<file path="src/rtl/uart_pkg.sv">
// rtl/uart_pkg.sv - shared types and register map for the MMIO UART transmitter
package uart_pkg;

   typedef enum logic [1:0] {
      IDLE,
      START,
      DATA,
      STOP
   } tx_state_t;

   // Register offsets within the 16-byte window (A[3:0])
   localparam logic [3:0] OFS_TXDATA  = 4'h0;
   localparam logic [3:0] OFS_STATUS  = 4'h4;
   localparam logic [3:0] OFS_BAUDDIV = 4'h8;
   localparam logic [3:0] OFS_CTRL    = 4'hC;

   // STATUS bit positions
   localparam int STAT_FULL      = 0;
   localparam int STAT_EMPTY     = 1;
   localparam int STAT_BUSY      = 2;
   localparam int STAT_OVERFLOW  = 3;
   localparam int STAT_COUNT_LSB = 8;

   // A divisor of zero would stall the baud counter, so it is stored as 1.
   function automatic logic [15:0] clampDiv(input logic [15:0] div);
      return (div == 16'd0) ? 16'd1 : div;
   endfunction

endpackage

</file>
<file path="src/rtl/sync_fifo.sv">
// rtl/sync_fifo.sv - single-clock FIFO with show-ahead read data
// Ports:
//   clk, reset         clock, synchronous active-high reset
//   push, pushData     write request and data; ignored while full
//   pop, popData       read request; popData always shows the head entry
//   full, empty, count occupancy flags and entry count
module sync_fifo #(
   parameter int WIDTH = 8,
   parameter int DEPTH = 8
) (
   input  logic                     clk,
   input  logic                     reset,
   input  logic                     push,
   input  logic [WIDTH-1:0]         pushData,
   input  logic                     pop,
   output logic [WIDTH-1:0]         popData,
   output logic                     full,
   output logic                     empty,
   output logic [$clog2(DEPTH):0]   count
);

   localparam int AW = $clog2(DEPTH);

   logic [WIDTH-1:0] mem [DEPTH];
   logic [AW-1:0]    wrPtr;
   logic [AW-1:0]    rdPtr;
   logic             doPush;
   logic             doPop;

   assign doPush  = push && !full;
   assign doPop   = pop && !empty;
   assign full    = (count == (AW+1)'(DEPTH));
   assign empty   = (count == '0);
   assign popData = mem[rdPtr];

   always_ff @(posedge clk) begin
      if (doPush) begin
         mem[wrPtr] <= pushData;
      end
   end

   // DEPTH is a power of two, so the pointers wrap naturally.
   always_ff @(posedge clk) begin
      if (reset) begin
         wrPtr <= '0;
         rdPtr <= '0;
         count <= '0;
      end else begin
         if (doPush) begin
            wrPtr <= wrPtr + AW'(1);
         end
         if (doPop) begin
            rdPtr <= rdPtr + AW'(1);
         end
         case ({doPush, doPop})
            2'b10:   count <= count + (AW+1)'(1);
            2'b01:   count <= count - (AW+1)'(1);
            default: count <= count;
         endcase
      end
   end

endmodule

</file>
<file path="src/rtl/mmio_uart_tx.sv">
// rtl/mmio_uart_tx.sv - memory-mapped 8N1 UART transmitter on the processor data bus
// Ports:
//   clk, reset   clock, synchronous active-high reset
//   WE, A, WD    bus write strobe, byte address, write data
//   RD           combinational read data, 0 when the window is not addressed
//   tx           serial line, idle high
//   irq          (only with UART_TX_IRQ_EN) transmitter drained and idle
// Optional feature macro: UART_TX_IRQ_EN (adds CTRL.irqEn and the irq output)
module mmio_uart_tx
   import uart_pkg::*;
#(
   parameter logic [31:0] BASE_ADDR   = 32'hFFFF_0000,
   parameter int          FIFO_DEPTH  = 8,
   parameter logic [15:0] DEFAULT_DIV = 16'd868
) (
   input  logic        clk,
   input  logic        reset,
   input  logic        WE,
   input  logic [31:0] A,
   input  logic [31:0] WD,
   output logic [31:0] RD,
   output logic        tx
`ifdef UART_TX_IRQ_EN
   ,
   output logic        irq
`endif
);

   localparam int CW = $clog2(FIFO_DEPTH) + 1;

   // Address decode
   logic       sel;
   logic [3:0] ofs;
   logic       wrTxData;
   logic       wrStatus;
   logic       wrBaud;

   assign sel      = (A[31:4] == BASE_ADDR[31:4]);
   assign ofs      = A[3:0];
   assign wrTxData = WE && sel && (ofs == OFS_TXDATA);
   assign wrStatus = WE && sel && (ofs == OFS_STATUS);
   assign wrBaud   = WE && sel && (ofs == OFS_BAUDDIV);

   logic unusedWdHigh;
   assign unusedWdHigh = ^WD[31:16];

   // TX FIFO
   logic          fifoPop;
   logic [7:0]    fifoHead;
   logic          fifoFull;
   logic          fifoEmpty;
   logic [CW-1:0] fifoCount;

   sync_fifo #(
      .WIDTH (8),
      .DEPTH (FIFO_DEPTH)
   ) txFifo (
      .clk      (clk),
      .reset    (reset),
      .push     (wrTxData),
      .pushData (WD[7:0]),
      .pop      (fifoPop),
      .popData  (fifoHead),
      .full     (fifoFull),
      .empty    (fifoEmpty),
      .count    (fifoCount)
   );

   // Register file
   logic        overflow;
   logic [15:0] baudDiv;

   always_ff @(posedge clk) begin
      if (reset) begin
         overflow <= 1'b0;
         baudDiv  <= DEFAULT_DIV;
      end else begin
         // A push that is dropped wins over a clear in the same cycle; they
         // target different offsets so they can never coincide anyway.
         if (wrTxData && fifoFull) begin
            overflow <= 1'b1;
         end else if (wrStatus && WD[STAT_OVERFLOW]) begin
            overflow <= 1'b0;
         end
         if (wrBaud) begin
            baudDiv <= clampDiv(WD[15:0]);
         end
      end
   end

   // Serializer FSM
   tx_state_t   state;
   tx_state_t   nextState;
   logic        txReg;
   logic        txNext;
   logic [7:0]  shiftReg;
   logic [7:0]  shiftNext;
   logic [2:0]  bitCnt;
   logic [2:0]  bitNext;
   logic [15:0] baudCnt;
   logic [15:0] baudNext;
   logic [15:0] divLatched;
   logic [15:0] divNext;
   logic        baudDone;
   logic        startFrame;

   assign baudDone = (baudCnt == 16'd0);
   assign tx       = txReg;

   always_ff @(posedge clk) begin
      if (reset) begin
         state      <= IDLE;
         txReg      <= 1'b1;
         shiftReg   <= 8'd0;
         bitCnt     <= 3'd0;
         baudCnt    <= 16'd0;
         divLatched <= DEFAULT_DIV;
      end else begin
         state      <= nextState;
         txReg      <= txNext;
         shiftReg   <= shiftNext;
         bitCnt     <= bitNext;
         baudCnt    <= baudNext;
         divLatched <= divNext;
      end
   end

   always_comb begin
      nextState  = state;
      txNext     = txReg;
      shiftNext  = shiftReg;
      bitNext    = bitCnt;
      baudNext   = baudCnt;
      divNext    = divLatched;
      fifoPop    = 1'b0;
      startFrame = 1'b0;

      case (state)
         IDLE: begin
            startFrame = !fifoEmpty;
         end
         START: begin
            if (baudDone) begin
               nextState = DATA;
               txNext    = shiftReg[0];
               shiftNext = shiftReg >> 1;
               bitNext   = 3'd0;
               baudNext  = divLatched - 16'd1;
            end else begin
               baudNext  = baudCnt - 16'd1;
            end
         end
         DATA: begin
            if (baudDone) begin
               baudNext = divLatched - 16'd1;
               if (bitCnt == 3'd7) begin
                  nextState = STOP;
                  txNext    = 1'b1;
               end else begin
                  txNext    = shiftReg[0];
                  shiftNext = shiftReg >> 1;
                  bitNext   = bitCnt + 3'd1;
               end
            end else begin
               baudNext = baudCnt - 16'd1;
            end
         end
         STOP: begin
            if (baudDone) begin
               // Chaining straight into the next start bit keeps frames gap-free.
               if (!fifoEmpty) begin
                  startFrame = 1'b1;
               end else begin
                  nextState = IDLE;
               end
            end else begin
               baudNext = baudCnt - 16'd1;
            end
         end
         default: begin
            nextState = IDLE;
            txNext    = 1'b1;
         end
      endcase

      // The divisor is captured here so BAUDDIV writes never stretch a frame
      // that is already on the wire.
      if (startFrame) begin
         nextState = START;
         fifoPop   = 1'b1;
         txNext    = 1'b0;
         shiftNext = fifoHead;
         divNext   = baudDiv;
         baudNext  = baudDiv - 16'd1;
      end
   end

   logic busy;
   assign busy = (state != IDLE);

   // Optional interrupt
   logic [31:0] ctrlWord;

`ifdef UART_TX_IRQ_EN
   logic irqEn;
   logic wrCtrl;

   assign wrCtrl = WE && sel && (ofs == OFS_CTRL);

   always_ff @(posedge clk) begin
      if (reset) begin
         irqEn <= 1'b0;
         irq   <= 1'b0;
      end else begin
         if (wrCtrl) begin
            irqEn <= WD[0];
         end
         irq <= irqEn && fifoEmpty && !busy;
      end
   end

   assign ctrlWord = {31'd0, irqEn};
`else
   assign ctrlWord = 32'd0;
`endif

   // Read mux
   logic [31:0] statusWord;

   always_comb begin
      statusWord                          = 32'd0;
      statusWord[STAT_FULL]               = fifoFull;
      statusWord[STAT_EMPTY]              = fifoEmpty;
      statusWord[STAT_BUSY]               = busy;
      statusWord[STAT_OVERFLOW]           = overflow;
      statusWord[STAT_COUNT_LSB +: 8]     = 8'(fifoCount);
   end

   always_comb begin
      RD = 32'd0;
      if (sel) begin
         case (ofs)
            OFS_STATUS:  RD = statusWord;
            OFS_BAUDDIV: RD = {16'd0, baudDiv};
            OFS_CTRL:    RD = ctrlWord;
            default:     RD = 32'd0;
         endcase
      end
   end

endmodule

</file>
<file path="config.mk">
export PLATFORM = sky130hd
export DESIGN_NAME = mmio_uart_tx
export DESIGN_NICKNAME = d
export VERILOG_FILES = /design/src/rtl/uart_pkg.sv /design/src/rtl/sync_fifo.sv /design/src/rtl/mmio_uart_tx.sv
export SDC_FILE = /design/constraint.sdc
export NUM_CORES = 1
export LEC_CHECK = 0
export BUFFER_PORTS_ARGS = -buffer_cell sky130_fd_sc_hd__buf_2
export CORE_AREA = 2 2 114 116
export CTS_CLUSTER_SIZE = 16
export DETAILED_ROUTE_END_ITERATION = 10
export DIE_AREA = 0 0 116 118
export PLACE_DENSITY = 0.9
export SETUP_SLACK_MARGIN = 0.15
export SLEW_MARGIN = 30
export SYNTH_ARGS = -nofsm -noshare
export SYNTH_HDL_FRONTEND = slang
export SYNTH_SLANG_ARGS = --single-unit
</file>
<file path="constraint.sdc">
create_clock -name clk -period 5.2 [get_ports clk]
set_clock_uncertainty 0.2 [all_clocks]
set_input_delay 0.78 -clock clk [delete_from_list [all_inputs] [get_ports clk]]
set_output_delay 0.78 -clock clk [all_outputs]
set_load 0.01 [all_outputs]
</file>
==> qor.csv <==
stage,metric,value,unit
cts,CTS root buf,clkbuf_16,
sta,setup violators final,0,
logic_synthesis,synth unique cells,80,
cts,clk sinks,140,
critical_path,"slowest stage cell, crit path",and4_1,
run,max_cap viols,0,
sta,fin crit share,0.701,
sta,fin. max-slew vios,0,
drt,post-route ant nets,0,
logic_synthesis,sequential share of the synthesized area,0.476,
finish,antenna diode count,0,
cts,Resized Gates After CTS,0,
placement,dpl cells,927,
sta,Final Hold Viols,0,
floorplan,FP Rows,41,
grt,Tot GR Track Use,0.298,
critical_path,Critical Path Max Stage Delay,590,ps
finish,layout cells sized above 1,0.193,
floorplan,Core ar.,0.0124,mm2
finish,fill count,850,
floorplan,Initial Util,0.583,
logic_synthesis,Post-synth EDFFs,64,
logic_synthesis,synthesized cell area,0.00724,mm2
drt,drt total wl,19800,um
power,P per Cell Area,476,mW/mm2
logic_synthesis,Syn Area/Cell,10.1,um2
floorplan,Die W,116,um
logic_synthesis,synth warn,0,
cts,CTS buffer count,17,
sta,Max Freq,0.274,GHz
cts,H-tree depth,4,
finish,area grow syn2layout,14.2,%
critical_path,CP endpoint kind,flop,
drt,post-DR wirelength/cell,20.6,um
power,peak supply drop,0.241,mV
sta,total negative slack,0,ps
placement,DP HPWL,12000,um
critical_path,Critical Path RT,5360,ps
critical_path,critical setup path kind,reg2reg,
grt,grt ovf,0,
logic_synthesis,Syn Inst Count,717,
sta,"Min Clock Period, post-route",3650,ps
floorplan,# IOs,100,
sta,RSZ-0062 raised after global routing,false,
cts,clk buf depth,2,
drt,DRC errors left,0,
run_status,status,"complete, no violations",
power,leakage power,3.05,nW
placement,Buffers on Ports,67,
drt,DR iter-0 viols,846,
sta,Worst slew margin,0.419,
grt,largest net degree at the start of global routing,59,
cts,"Clk Latency, worst-skew pair",430,ps
floorplan,Die Height,118,um
logic_synthesis,ys async rst share,0,
cts,TritonCTS clock tree,done,
logic_synthesis,ys flop type,dfxtp_1,
critical_path,CP startpoint kind,flop,
drt,drt pass-1 iters,8,
cts,Clock transition at path regs,70,ps
grt,first-pass GRT wire length,31600,um
drt,Via-to-Cell Ratio,6.63,
drt,vias post-DR,6359,
finish,NumNets Final,859,
sta,worst-margin pin slew,868,ps
cts,setup bufs post-CTS,0,
logic_synthesis,"flops & latches, synth",140,
placement,Final GP Congestion,0.935,
floorplan,die area,0.0137,mm2
grt,initial antenna violation count,0,
critical_path,CP Data Arrival Time,3810,ps
grt,number of global-route vias before repair,6072,
critical_path,critical-path maximum fanout,45,
finish,Post-Layout Cell Count,959,
critical_path,CP cell instances,inv_1 -> ha_1 -> nor2b_1 -> and4_1 -> a31oi_2 -> inv_2 -> buf_4 -> ha_1 -> a21oi_1 -> xor2_1 -> or3_1 -> a21oi_1,
worst_hold_path,Worst Hold Class,reg2reg,
cts,hold buffer count at cts,0,
## critical path, delay by kind of cell, from the launching register on
kind | cells | cell delay [ps]
flip-flops | 1 | 350
adder cells (fa/ha/maj) | 2 | 440
AO/OA/AOI/OAI | 3 | 440
AND/OR/NAND/NOR | 3 | 1260
buffers and inverters | 3 | 710
XOR/XNOR | 1 | 170
## final timing paths
kind / start / to / slack (ps) / cells after the start
worst max register to register: baudCnt[0] / txFifo.count[2] / 1550 / 12
worst min register to register: overflow / overflow / 270 / 2
worst min-delay path: overflow / overflow / 270 / 2
worst max-delay path: baudCnt[0] / txFifo.count[2] / 1550 / 12
## power breakdown
| part | switching, mW | internal [mW] | leakage [nW] |
|---|---|---|---|
| clock | 0.570 | 0.653 | 0.297 |
| combinational | 0.928 | 0.491 | 1.57 |
| sequential | 0.0836 | 1.21 | 1.19 |
| total | 1.58 | 2.35 | 3.05 |
## through the flow
step | setup slack (ps) | hold slack, ps | power [mW] | util | instance area, um2
6_report | 1550 | 274 | 3.94 | 0.666 | 8260
5_1_grt | 1290 | 303 | 4.09 | 0.666 | 8260
4_1_cts | 1600 | 274 | 3.88 | 0.665 | 8260
3_5_place_dp | 1260 | 267 | 2.65 | 0.616 | 7650
3_3_place_gp | 1250 | 259 | 2.63 | 0.616 | 7650
2_1_floorplan | 1600 | 249 | 2.37 | - | 7300
## cell usage after synthesis (15+ instances only)
master | n | area (um2)
nand2_1 | 88 | 330
dfxtp_1 | 76 | 1520
edfxtp_1 | 64 | 1920
nor2_1 | 62 | 233
a21oi_1 | 45 | 225
clkbuf_1 | 28 | 105
nor3_1 | 22 | 110
xnor2_1 | 20 | 175
nand3_1 | 19 | 95.1
ha_1 | 18 | 225
inv_1 | 17 | 63.8
buf_4 | 16 | 120
mux4_2 | 16 | 360
xor2_1 | 16 | 140
mux2i_1 | 15 | 150
o21ai_0 | 15 | 75.1
## sequential cells by signal (all words and copies together), names as in the netlist, named ones only
| register | cells |
|---|---|
| baudCnt | 16 |
| baudDiv | 16 |
| bitCnt | 3 |
| divLatched | 16 |
| overflow | 1 |
| shiftReg | 8 |
| state | 2 |
| tx | 1 |
| txFifo.count | 4 |
| txFifo.mem | 64 |
| txFifo.rdPtr | 3 |
| txFifo.wrPtr | 3 |
## placed cells by master (no fill, tap or decap), types with 17 or more instances in the layout
cell type	count
a21oi_1	45
buf_2	67
clkbuf_16	17
dfxtp_1	75
edfxtp_1	64
ha_1	18
inv_1	17
nand2_1	88
nand3_1	19
nor2_1	62
nor3_1	22
xnor2_1	20
## kinds of logic (layout without fill, tap and decap cells)
kind of cell | count (synthesis) | count (layout) | synth area share
buffers and inverters | 72 | 127 | 0.0477
other | 1 | 16 | 0.000518
XOR/XNOR | 36 | 36 | 0.0436
adder cells (fa/ha/maj) | 18 | 18 | 0.0311
AO/OA/AOI/OAI | 134 | 134 | 0.123
flip-flops | 140 | 140 | 0.476
multiplexers | 33 | 33 | 0.0736
AND/OR/NAND/NOR | 283 | 283 | 0.205
## metal layers
layer | track usage | vias to the layer above | wire, um
met3 | 0.0700 | 114 | 1960
met5 | 0 | - | 0
met1 | 0.374 | 2999 | 7350
li1 | - | 2727 | -
met2 | 0.485 | 519 | 9440
met4 | 0.140 | 0 | 1030
## cell type report
class                      instances  area [um2]  share of cell area
sequential                       140        3440               0.417
inverter                          18        67.6             0.00818
clock inverter                    15         179              0.0217
clock buffer                      17         425              0.0515
timing repair buffer              77         410              0.0497
multi-input combinational        520        3520               0.426
tap                              172         215              0.0260
No activity file was read; power rests on OpenSTA's default activity.
